==> config.mk <==
export PLATFORM = sky130hd
export DESIGN_NAME = nes_button_events
export DESIGN_NICKNAME = d
export VERILOG_FILES = /design/src/rtl/nes_button_events_pkg.sv /design/src/rtl/nes_event_fifo.sv /design/src/rtl/nes_button_events.sv
export SDC_FILE = /design/constraint.sdc
export NUM_CORES = 1
export LEC_CHECK = 0
export BUFFER_PORTS_ARGS = -buffer_cell sky130_fd_sc_hd__buf_2
export CORE_MARGIN = 2
export CORE_UTILIZATION = 43
export DETAILED_ROUTE_END_ITERATION = 8
export GPL_TIMING_DRIVEN = 0
export SLEW_MARGIN = 5
export SYNTH_ARGS = -nofsm -noshare
export SYNTH_HDL_FRONTEND = slang
export SYNTH_HIERARCHICAL = 1
export SYNTH_SLANG_ARGS = --single-unit
==> constraint.sdc <==
create_clock -name master_clock -period 1.95 [get_ports master_clock]
set_input_delay 0.0975 -clock master_clock [delete_from_list [all_inputs] [get_ports master_clock]]
set_output_delay 0.0975 -clock master_clock [all_outputs]
set_load 0.1 [all_outputs]
==> src/rtl/nes_button_events_pkg.sv <==
// nes_pkg: shared button indices, event record and scan FSM states for the NES event path.
package nes_pkg;
    localparam logic [2:0] BTN_A      = 3'd7;
    localparam logic [2:0] BTN_B      = 3'd6;
    localparam logic [2:0] BTN_SELECT = 3'd5;
    localparam logic [2:0] BTN_START  = 3'd4;
    localparam logic [2:0] BTN_UP     = 3'd3;
    localparam logic [2:0] BTN_DOWN   = 3'd2;
    localparam logic [2:0] BTN_LEFT   = 3'd1;
    localparam logic [2:0] BTN_RIGHT  = 3'd0;

    typedef struct packed {
        logic       pressed;
        logic [2:0] idx;
    } event_t;

    typedef enum logic {IDLE, SCAN} state_t;

    // Highest set bit wins so A is reported before Right.
    function automatic logic [2:0] top_bit(input logic [7:0] m);
        top_bit = BTN_RIGHT;
        for (int i = int'(BTN_RIGHT); i <= int'(BTN_A); i++)
            if (m[i]) top_bit = 3'(i);
    endfunction
endpackage

==> src/rtl/nes_event_fifo.sv <==
// nes_event_fifo: 4-bit synchronous FIFO with valid/ready head; a push into a full FIFO
// is accepted only when the head is popped in the same cycle.
module nes_event_fifo #(
    parameter int DEPTH = 8
) (
    input  logic       master_clock,
    input  logic       reset,
    input  logic       push,
    input  logic [3:0] push_data,
    output logic       full,
    output logic       pop,
    output logic       valid,
    input  logic       ready,
    output logic [3:0] data
);
    localparam int AW = $clog2(DEPTH);

    logic [3:0]    mem [DEPTH];
    logic [AW-1:0] wr_ptr, rd_ptr;
    logic [AW:0]   count;
    logic          wr_en;

    assign valid = count != '0;
    assign full  = count == (AW+1)'(DEPTH);
    assign pop   = valid & ready;
    assign wr_en = push & (~full | pop);
    assign data  = mem[rd_ptr];

    always_ff @(posedge master_clock) begin
        if (reset) begin
            wr_ptr <= '0;
            rd_ptr <= '0;
            count  <= '0;
            for (int i = 0; i < DEPTH; i++) mem[i] <= '0;
        end else begin
            if (wr_en) begin
                mem[wr_ptr] <= push_data;
                wr_ptr      <= wr_ptr + AW'(1);
            end
            if (pop) rd_ptr <= rd_ptr + AW'(1);
            count <= count + (AW+1)'(wr_en) - (AW+1)'(pop);
        end
    end
endmodule

==> src/rtl/nes_button_events.sv <==
// nes_button_events: debounced NES button vector plus a FIFO of press/release events.
// Define NES_EVENT_REPEAT_EN to add auto-repeat press events for held buttons.
module nes_button_events
    import nes_pkg::*;
#(
    parameter int DEBOUNCE_SAMPLES = 2,
    parameter int FIFO_DEPTH       = 8,
    parameter int REPEAT_DELAY     = 30,
    parameter int REPEAT_PERIOD    = 6
) (
    input  logic       master_clock,
    input  logic       reset,
    input  logic [7:0] button_state,
    input  logic       update_clock,
    output logic       event_valid,
    input  logic       event_ready,
    output logic [3:0] event_data,
    output logic [7:0] buttons_held,
    output logic       overflow,
    input  logic       overflow_clear
);
    localparam logic [3:0] DB_LAST = 4'(DEBOUNCE_SAMPLES - 1);

    if (DEBOUNCE_SAMPLES < 1 || DEBOUNCE_SAMPLES > 15 || REPEAT_DELAY < 1 || REPEAT_PERIOD < 1)
    begin : g_bad_params
        $error("nes_button_events: illegal parameter value");
    end

    logic       uc_q, uc_d, sample_strobe, sample_vld, pending, proc;
    logic       push, pop, full, drop;
    logic [7:0] sample_q, pend_sample, cur;
    logic [7:0] held, held_next, held_upd, mask, mask_next, edge_mask, mask_set;
    logic [3:0] db_cnt [8];
    logic [3:0] db_cnt_upd [8];
    logic [2:0] idx;
    state_t     state, state_next;
    event_t     push_ev;

    assign sample_strobe = uc_q & ~uc_d;
    assign proc          = state == IDLE && (pending || sample_vld);
    assign cur           = pending ? pend_sample : sample_q;
    assign idx           = top_bit(mask);
    assign push          = state == SCAN;
    assign push_ev       = '{held[idx], idx};
    assign drop          = push & full & ~pop;
    assign buttons_held  = held;

    always_comb begin
        held_upd   = held;
        db_cnt_upd = db_cnt;
        edge_mask  = '0;
        for (int i = 0; i < 8; i++) begin
            if (cur[i] == held[i]) db_cnt_upd[i] = '0;
            else if (db_cnt[i] == DB_LAST) begin
                held_upd[i]   = ~held[i];
                db_cnt_upd[i] = '0;
                edge_mask[i]  = 1'b1;
            end else db_cnt_upd[i] = db_cnt[i] + 4'd1;
        end
    end

`ifdef NES_EVENT_REPEAT_EN
    localparam int RW = $clog2((REPEAT_DELAY > REPEAT_PERIOD ? REPEAT_DELAY : REPEAT_PERIOD) + 1);
    localparam logic [RW-1:0] R_DLY = RW'(REPEAT_DELAY);
    localparam logic [RW-1:0] R_PER = RW'(REPEAT_PERIOD);

    logic [RW-1:0] rpt_cnt [8];
    logic [RW-1:0] rpt_cnt_upd [8];
    logic [7:0]    rpt_armed, rpt_armed_upd, rpt_mask;

    // Counts held samples from the press edge; first target is the delay, then the period.
    always_comb begin
        rpt_cnt_upd   = rpt_cnt;
        rpt_armed_upd = rpt_armed;
        rpt_mask      = '0;
        for (int i = 0; i < 8; i++) begin
            if (!held_upd[i] || edge_mask[i]) begin
                rpt_cnt_upd[i]   = '0;
                rpt_armed_upd[i] = 1'b0;
            end else if (rpt_cnt[i] + RW'(1) == (rpt_armed[i] ? R_PER : R_DLY)) begin
                rpt_cnt_upd[i]   = '0;
                rpt_armed_upd[i] = 1'b1;
                rpt_mask[i]      = 1'b1;
            end else rpt_cnt_upd[i] = rpt_cnt[i] + RW'(1);
        end
    end

    always_ff @(posedge master_clock) begin
        if (reset) begin
            rpt_armed <= '0;
            for (int i = 0; i < 8; i++) rpt_cnt[i] <= '0;
        end else if (proc) begin
            rpt_armed <= rpt_armed_upd;
            rpt_cnt   <= rpt_cnt_upd;
        end
    end

    assign mask_set = edge_mask | rpt_mask;
`else
    assign mask_set = edge_mask;
`endif

    always_ff @(posedge master_clock) begin
        if (reset) state <= IDLE;
        else state <= state_next;
    end

    always_comb begin
        state_next = state;
        held_next  = held;
        mask_next  = mask;
        if (state == IDLE) begin
            if (proc) begin
                held_next  = held_upd;
                mask_next  = mask_set;
                state_next = |mask_set ? SCAN : IDLE;
            end
        end else begin
            mask_next  = mask & ~(8'b1 << idx);
            state_next = |mask_next ? SCAN : IDLE;
        end
    end

    always_ff @(posedge master_clock) begin
        if (reset) begin
            uc_q        <= 1'b0;
            uc_d        <= 1'b0;
            sample_vld  <= 1'b0;
            sample_q    <= '0;
            pending     <= 1'b0;
            pend_sample <= '0;
            held        <= '0;
            mask        <= '0;
            overflow    <= 1'b0;
            for (int i = 0; i < 8; i++) db_cnt[i] <= '0;
        end else begin
            uc_q       <= update_clock;
            uc_d       <= uc_q;
            sample_vld <= sample_strobe;
            if (sample_strobe) sample_q <= ~button_state;
            // Samples arriving mid-scan wait in a one-deep slot; newest wins.
            if (sample_vld && (state == SCAN || pending)) begin
                pending     <= 1'b1;
                pend_sample <= sample_q;
            end else if (proc) pending <= 1'b0;
            held     <= held_next;
            mask     <= mask_next;
            overflow <= drop | (overflow & ~overflow_clear);
            if (proc) db_cnt <= db_cnt_upd;
        end
    end

    nes_event_fifo #(.DEPTH(FIFO_DEPTH)) u_fifo (
        .master_clock (master_clock),
        .reset        (reset),
        .push         (push),
        .push_data    (push_ev),
        .full         (full),
        .pop          (pop),
        .valid        (event_valid),
        .ready        (event_ready),
        .data         (event_data)
    );
endmodule
==> results.sh, run 1 <==
export IMPL_status="finished with violations"
export IMPL_failed_checks="negative setup slack"
export IMPL_worstHoldPathCells=3
export IMPL_pre_cts_ws_ns=-0.395
export IMPL_worstPathArrival_ns=2.32
export IMPL_wl_mm=14.3
export IMPL_post_drt_wl_per_cell_microns=16.8
export IMPL_cts_tree="yes"
export IMPL_dr_pass1_iters=4
export IMPL_max_freq_ghz=0.492
export IMPL_layout_commonest_cell="nor2_1"
export IMPL_yosysUniqueCellTypes=66
export IMPL_syn2layout_area_growth_pct=27.3
export IMPL_reg2reg_to="u_fifo/count[1]"
export IMPL_min_period_ns=2.03
export IMPL_whs_ns=0.0173
export IMPL_maxSlewViolCount=0
export IMPL_io_pins=27
export IMPL_track_usage_pct=20.8
export IMPL_layout_cells_non_filler=849
export IMPL_syn_instance_count=589
export IMPL_ys_seq_elements=115
export IMPL_p_total_uw=7290
export IMPL_htree_num_levels=4
export IMPL_relSlewSlack_pct=33.7
export IMPL_power_density_mw_per_mm2=990
export IMPL_yosysWarnings=6
export IMPL_drc=0
export IMPL_drt_vias_per_instance=5.50
export IMPL_synth_edf_count=32
export IMPL_regToRegStartpoint="u_fifo/count[2]"
export IMPL_required_ns=2.23
export IMPL_dieArea_sq_mm=0.0144
export IMPL_vias=4666
export IMPL_ir_drop_mv=0.611
export IMPL_die_y_microns=120
export IMPL_synthTopCellsByArea="dfxtp_1, edfxtp_1, nor2_1"
export IMPL_cts_buffer_depth=2
export IMPL_finalSetupViolations=15
export IMPL_path_max_fanout=3
export IMPL_dp_hpwl_mm=9.60
export IMPL_port_buffers=26
export IMPL_synth_top_cell_area_share_pct=28.7
export IMPL_clock_skew_ns=0.00771
export IMPL_antenna_found_initial=0
export IMPL_nFillCells=1151
export IMPL_end_kind="flop"
export IMPL_min_from="event_ready"
export IMPL_tightestPinTransition_ns=0.994
export IMPL_diodes=0
export IMPL_synth_largest_area_cell="dfxtp_1"
export IMPL_grt_pass1_wl_mm=23.2
export IMPL_ys_flop_type="dfxtp_1"
export IMPL_rrSetupSlack_ns=-0.08
export IMPL_placed_cells=791
export IMPL_post_dp_cell_area_sq_mm=0.00618
export IMPL_syn_area_per_cell_sq_um=9.82
export IMPL_drt_iter0_markers=322
export IMPL_reg2reg_depth=9
export IMPL_layout_common_cells="nor2_1, dfxtp_1, a21oi_1"
export IMPL_clock_latency_ns=0.41
export IMPL_grt_max_degree=17
export IMPL_fp_dieW_microns=120
export IMPL_worst_slack_ns=-0.0824
export IMPL_postRouteAntennaNets=0
export IMPL_clk_pin_slew_ns=0.05
export IMPL_cts_root_buffer="clkbuf_16"
export IMPL_power_leakage_uw=0.00262
export IMPL_cts_sinks=115
export IMPL_drive_above_1_share_pct=24.5
export IMPL_maxCapViolations=0
export IMPL_final_area_sq_mm=0.00736
export IMPL_overflow=0
export IMPL_criticalPathCategory="flop to flop"
export IMPL_start_util_pct=43.9
export IMPL_finalHoldViolations=0
export IMPL_rsz0062_at_grt="true"
export IMPL_synth_seq_area_share_pct=45.3
export IMPL_cp_start_kind="flop"
export IMPL_post_route_period_util_pct=104
export IMPL_nets=699
export IMPL_gp_congestion=0.834
export IMPL_synthesis_nets=626
export IMPL_hp_class="primary input to flop"
export IMPL_core_area_sq_mm=0.0132
export IMPL_grt_pass1_vias=4660
export IMPL_cts_buffers=17
export IMPL_synthArstFlopShare_pct=0
export IMPL_synth_area_sq_mm=0.00578
export IMPL_rows=42
-- Yosys cell counts (9+ instances only) --
library cell / instances
edfxtp_1: 32
nand2b_1: 9
inv_1: 25
nor2b_1: 13
nor3_1: 12
mux2i_1: 27
nand2_1: 28
dfxtp_1: 83
ha_1: 23
nor3b_1: 10
clkbuf_1: 18
o21ai_0: 19
nor2_1: 85
nand3b_1: 9
a21oi_1: 46
nand3_1: 16
-- worst max-delay path: stages, from the launching register on --
cell     delay (ns)
dfxtp_2        0.32
inv_2          0.05
ha_4           0.16
nor3b_4        0.15
or3_4          0.34
o21ai_2        0.07
ha_2           0.20
inv_2          0.04
fa_2           0.52
nor2_1         0.04
-- per-stage QoR --
step | setup TNS [ns] | util, %
after floorplan | -0.143 | -
after global placement | -6.31 | 46.8
after detailed placement | -8.75 | 46.8
after CTS | -0.249 | 53.6
after global routing | -2.28 | 55.8
final | -0.357 | 55.8
-- state kept, by name, indices dropped and copies added (netlist names), 3 cells and up, named ones only --
signal         count
db_cnt            32
u_fifo/mem        32
buttons_held       8
mask               8
pend_sample        8
sample_q           8
u_fifo/count       4
u_fifo/rd_ptr      3
u_fifo/wr_ptr      3
-- power breakdown --
group / total (uW) / switching [uW] / leakage [uW] / internal, uW
logic: 1570 / 877 / 0.00133 / 694
registers: 2660 / 97.6 / 0.00101 / 2560
clock network: 3060 / 1030 / 0.000282 / 2030
-- how the worst max path moves through the flow --
stage                         start               to  cells past startpoint
floorplan           u_fifo/count[3]  u_fifo/count[1]                      9
global placement               push        db_cnt[4]                      6
detailed placement             push        db_cnt[4]                      6
CTS                 u_fifo/count[2]  u_fifo/count[1]                      9
global route        u_fifo/count[2]  u_fifo/count[2]                     10
finish              u_fifo/count[2]  u_fifo/count[1]                      9
-- metal layers --
metal | wire [microns] | track usage [%] | part of all wire [%] | up-vias
met5 | 0 | 0 | 0 | -
met4 | 335 | 8.46 | 2.3 | 0
met3 | 475 | 5.18 | 3.3 | 23
met2 | 7290 | 35.1 | 51 | 78
met1 | 6170 | 25.3 | 43 | 2271
li1 | - | - | - | 2294
-- kinds of logic (layout without fill, tap and decap cells) --
logic type      count (synthesis)  after routing  synth area share (%)
flops                         115            115                  45.3
mux                            41             41                  8.96
xor+xnor                       14             14                  2.12
simple gates                  216            216                  19.2
compound gates                120            120                  14.2
fa+ha+maj                      25             25                  5.49
buf+inv                        58            142                  4.67
-- layout make-up --
cell class                 instances  area (sq um)  area share (%)
buffer                            29           183            2.48
clock buffer                      26           509            6.91
clock inverter                     4          72.6           0.985
inverter                          26           100            1.36
multi-input combinational        416          3170            43.0
sequential                       115          2640            35.8
tap                              176           220            2.99
timing repair buffer              57           478            6.49
-- timing repair --
action | 4_1_cts | 5_1_grt
buffers inserted | 9 | 11
gates cloned | 0 | 1
pin swaps | 7 | 5
hold endpoints to repair | 10 | 0
gates resized for setup | 43 | 36
setup endpoints to repair | 66 | 61
hold buffers | 10 | 0
No activity file was read; power rests on OpenSTA's default activity.
==> run 2: changes to the inputs <==
- CORE_UTILIZATION: 43 -> 61
- PLACE_DENSITY: unset -> 0.79
- RECOVER_POWER: unset -> 50
- clock period: 1.95 -> 2.01 ns (I/O delays scaled with it)
==> run 2 against run 1 <==
The run still ends with negative setup slack left; combinational power fell by 5%; global-route usage up 8.4 points; via count increased by 4.7%; non-clock buffer count decreased by 13; cell count down 6.8%; critical endpoint is now event_data[0]; largest cell class unchanged.
==> results.sh, run 2 (synthesis gave the netlist of run 1 again) <==
export IMPL_status="finished with violations"
export IMPL_failed_checks="negative setup slack"
export IMPL_largest_registers="db_cnt: 32 flops, u_fifo/mem: 32 flops"
export IMPL_syn2layout_area_growth_pct=22.6
export IMPL_drive_above_1_share_pct=21.1
export IMPL_final_area_sq_mm=0.00709
export IMPL_cts_tree="yes"
export IMPL_met3_length_microns=814
export IMPL_reg2reg_depth=9
export IMPL_dr_pass1_iters=5
export IMPL_clock_latency_ns=0.52
export IMPL_drt_vias_per_instance=6.18
export IMPL_cp_start_kind="flop"
export IMPL_regArea_sq_mm=0.00263
export IMPL_overflow=0
export IMPL_p_total_uw=7020
export IMPL_wl_mm=14.6
export IMPL_worstPathArrival_ns=2.00
export IMPL_path_max_fanout=8
export IMPL_core_area_sq_mm=0.00924
export IMPL_power_leakage_uw=0.00250
export IMPL_vias=4886
export IMPL_criticalPathCategory="flop to primary output"
export IMPL_max_freq_ghz=0.477
export IMPL_start_util_pct=62.6
export IMPL_maxCapViolations=0
export IMPL_rrSetupSlack_ns=-0.07
export IMPL_cts_root_buffer="clkbuf_8"
export IMPL_nets=686
export IMPL_finalSetupViolations=10
export IMPL_critPathCapture="event_data[0]"
export IMPL_worst_slack_ns=-0.0875
export IMPL_rsz0062_at_grt="true"
export IMPL_min_from="reset"
export IMPL_postRouteAntennaNets=0
export IMPL_wl_met1_mm=6.01
export IMPL_met2WireLength_mm=7.40
export IMPL_grt_max_degree=17
export IMPL_die_y_microns=101
export IMPL_nFillCells=607
export IMPL_cts_buffer_depth=2
export IMPL_reg2reg_to="u_fifo/count[1]"
export IMPL_rows=35
export IMPL_layout_commonest_cell="nor2_1"
export IMPL_regToRegStartpoint="u_fifo/count[2]"
export IMPL_dp_hpwl_mm=9.16
export IMPL_fp_dieW_microns=101
export IMPL_dieArea_sq_mm=0.0103
export IMPL_top_layer_used="met4"
export IMPL_cp_common_cell="buf_12"
export IMPL_layout_common_cells="nor2_1, dfxtp_1, a21oi_1"
export IMPL_path_cells="buf_12 > mux4_2 > mux2_4 > buf_12"
export IMPL_relSlewSlack_pct=44.6
export IMPL_ir_drop_mv=0.590
export IMPL_post_dp_cell_area_sq_mm=0.00611
export IMPL_post_drt_wl_per_cell_microns=18.5
export IMPL_gp_congestion=0.939
export IMPL_end_kind="primary output"
export IMPL_antenna_found_initial=0
export IMPL_crit_slowest_cell="mux4_2"
export IMPL_track_usage_pct=29.1
export IMPL_grt_pass1_vias=4751
export IMPL_port_buffers=26
export IMPL_hp_class="primary input to flop"
export IMPL_cts_buffers=17
export IMPL_finalHoldViolations=0
export IMPL_drt_iter0_markers=335
export IMPL_diodes=0
export IMPL_post_route_period_util_pct=104
export IMPL_clock_skew_ns=0.00842
export IMPL_power_density_mw_per_mm2=989
export IMPL_io_pins=27
export IMPL_htree_num_levels=4
export IMPL_maxSlewViolCount=0
export IMPL_max_stage_delay_ns=0.51
export IMPL_tightestPinTransition_ns=0.831
export IMPL_required_ns=1.91
export IMPL_grt_pass1_wl_mm=23.2
export IMPL_multiInputGateArea_sq_mm=0.00310
export IMPL_min_period_ns=2.10
export IMPL_cts_sinks=115
export IMPL_clk_pin_slew_ns=0.06
export IMPL_drc=0
==> run 2: cell count changes in the layout (fill, tap and decap cells not counted), sizes merged <==
cell,before,now
bufinv,2,3
clkinvlp,1,6
clkinv,1,4
dlygate4sd3,10,11
buf,60,31
clkbuf,42,49
inv,26,27
==> run 2: worst min-delay path by stage <==
stage	end	slack (ns)	cells past startpoint
after floorplan	sample_q[0]	0.20	1
final	u_fifo/rd_ptr[0]	0.18	3
after CTS	u_fifo/wr_ptr[2]	0.08	4
after global placement	sample_q[6]	0.28	2
after detailed placement	sample_q[6]	0.29	2
after global routing	u_fifo/rd_ptr[0]	0.21	3
==> run 2: final cells by class <==
class	instances	share of cell area (%)
Multi-Input combinational cell	416	43.7
Sequential cell	115	37.1
Clock buffer	18	5.89
Timing Repair Buffer	44	5.08
Buffer	29	2.38
Clock inverter	14	2.28
Tap cell	129	2.28
Inverter	26	1.38
==> run 2: critical path, delay by kind of cell (launching register included) <==
| kind | cells | cell delay (ns) |
|---|---|---|
| DFF | 1 | 0.34 |
| muxes | 2 | 0.82 |
| buffers and inverters | 2 | 0.31 |
==> run 2: power breakdown <==
group	leakage [uW]	switching, uW	total [uW]	internal (uW)
registers	0.00100	92.9	2580	2480
logic	0.00123	859	1490	627
clock network	0.000264	1080	2950	1870
total	0.00250	2030	7020	4980
==> run 2: repair_timing <==
item | CTS | global route
endpoints found under the setup margin | 54 | 54
endpoints found under the hold margin | 14 | 0
resized for setup | 36 | 36
buffers inserted | 3 | 4
pin swaps | 5 | 5
hold buffers | 11 | 0
==> run 2: routing by layer <==
metal  vias up  track usage, %
met5         -               0
met4         0            12.5
met3        43            7.25
met2       195            50.6
met1      2383            34.3
li1       2265               -
==> run 2: per-stage QoR <==
| step | setup slack [ns] | TNS [ns] | hold slack [ns] | cells | utilization (%) |
|---|---|---|---|---|---|
| floorplan | -0.0193 | -0.0231 | 0.196 | 589 | - |
| global placement | -0.215 | -3.33 | 0.282 | 744 | 66.2 |
| detailed placement | -0.293 | -4.70 | 0.286 | 744 | 66.2 |
| CTS | -0.0813 | -0.324 | 0.0753 | 788 | 75.0 |
| global route | -0.138 | -3.39 | 0.206 | 791 | 76.8 |
| finish | -0.0875 | -0.444 | 0.180 | 791 | 76.8 |
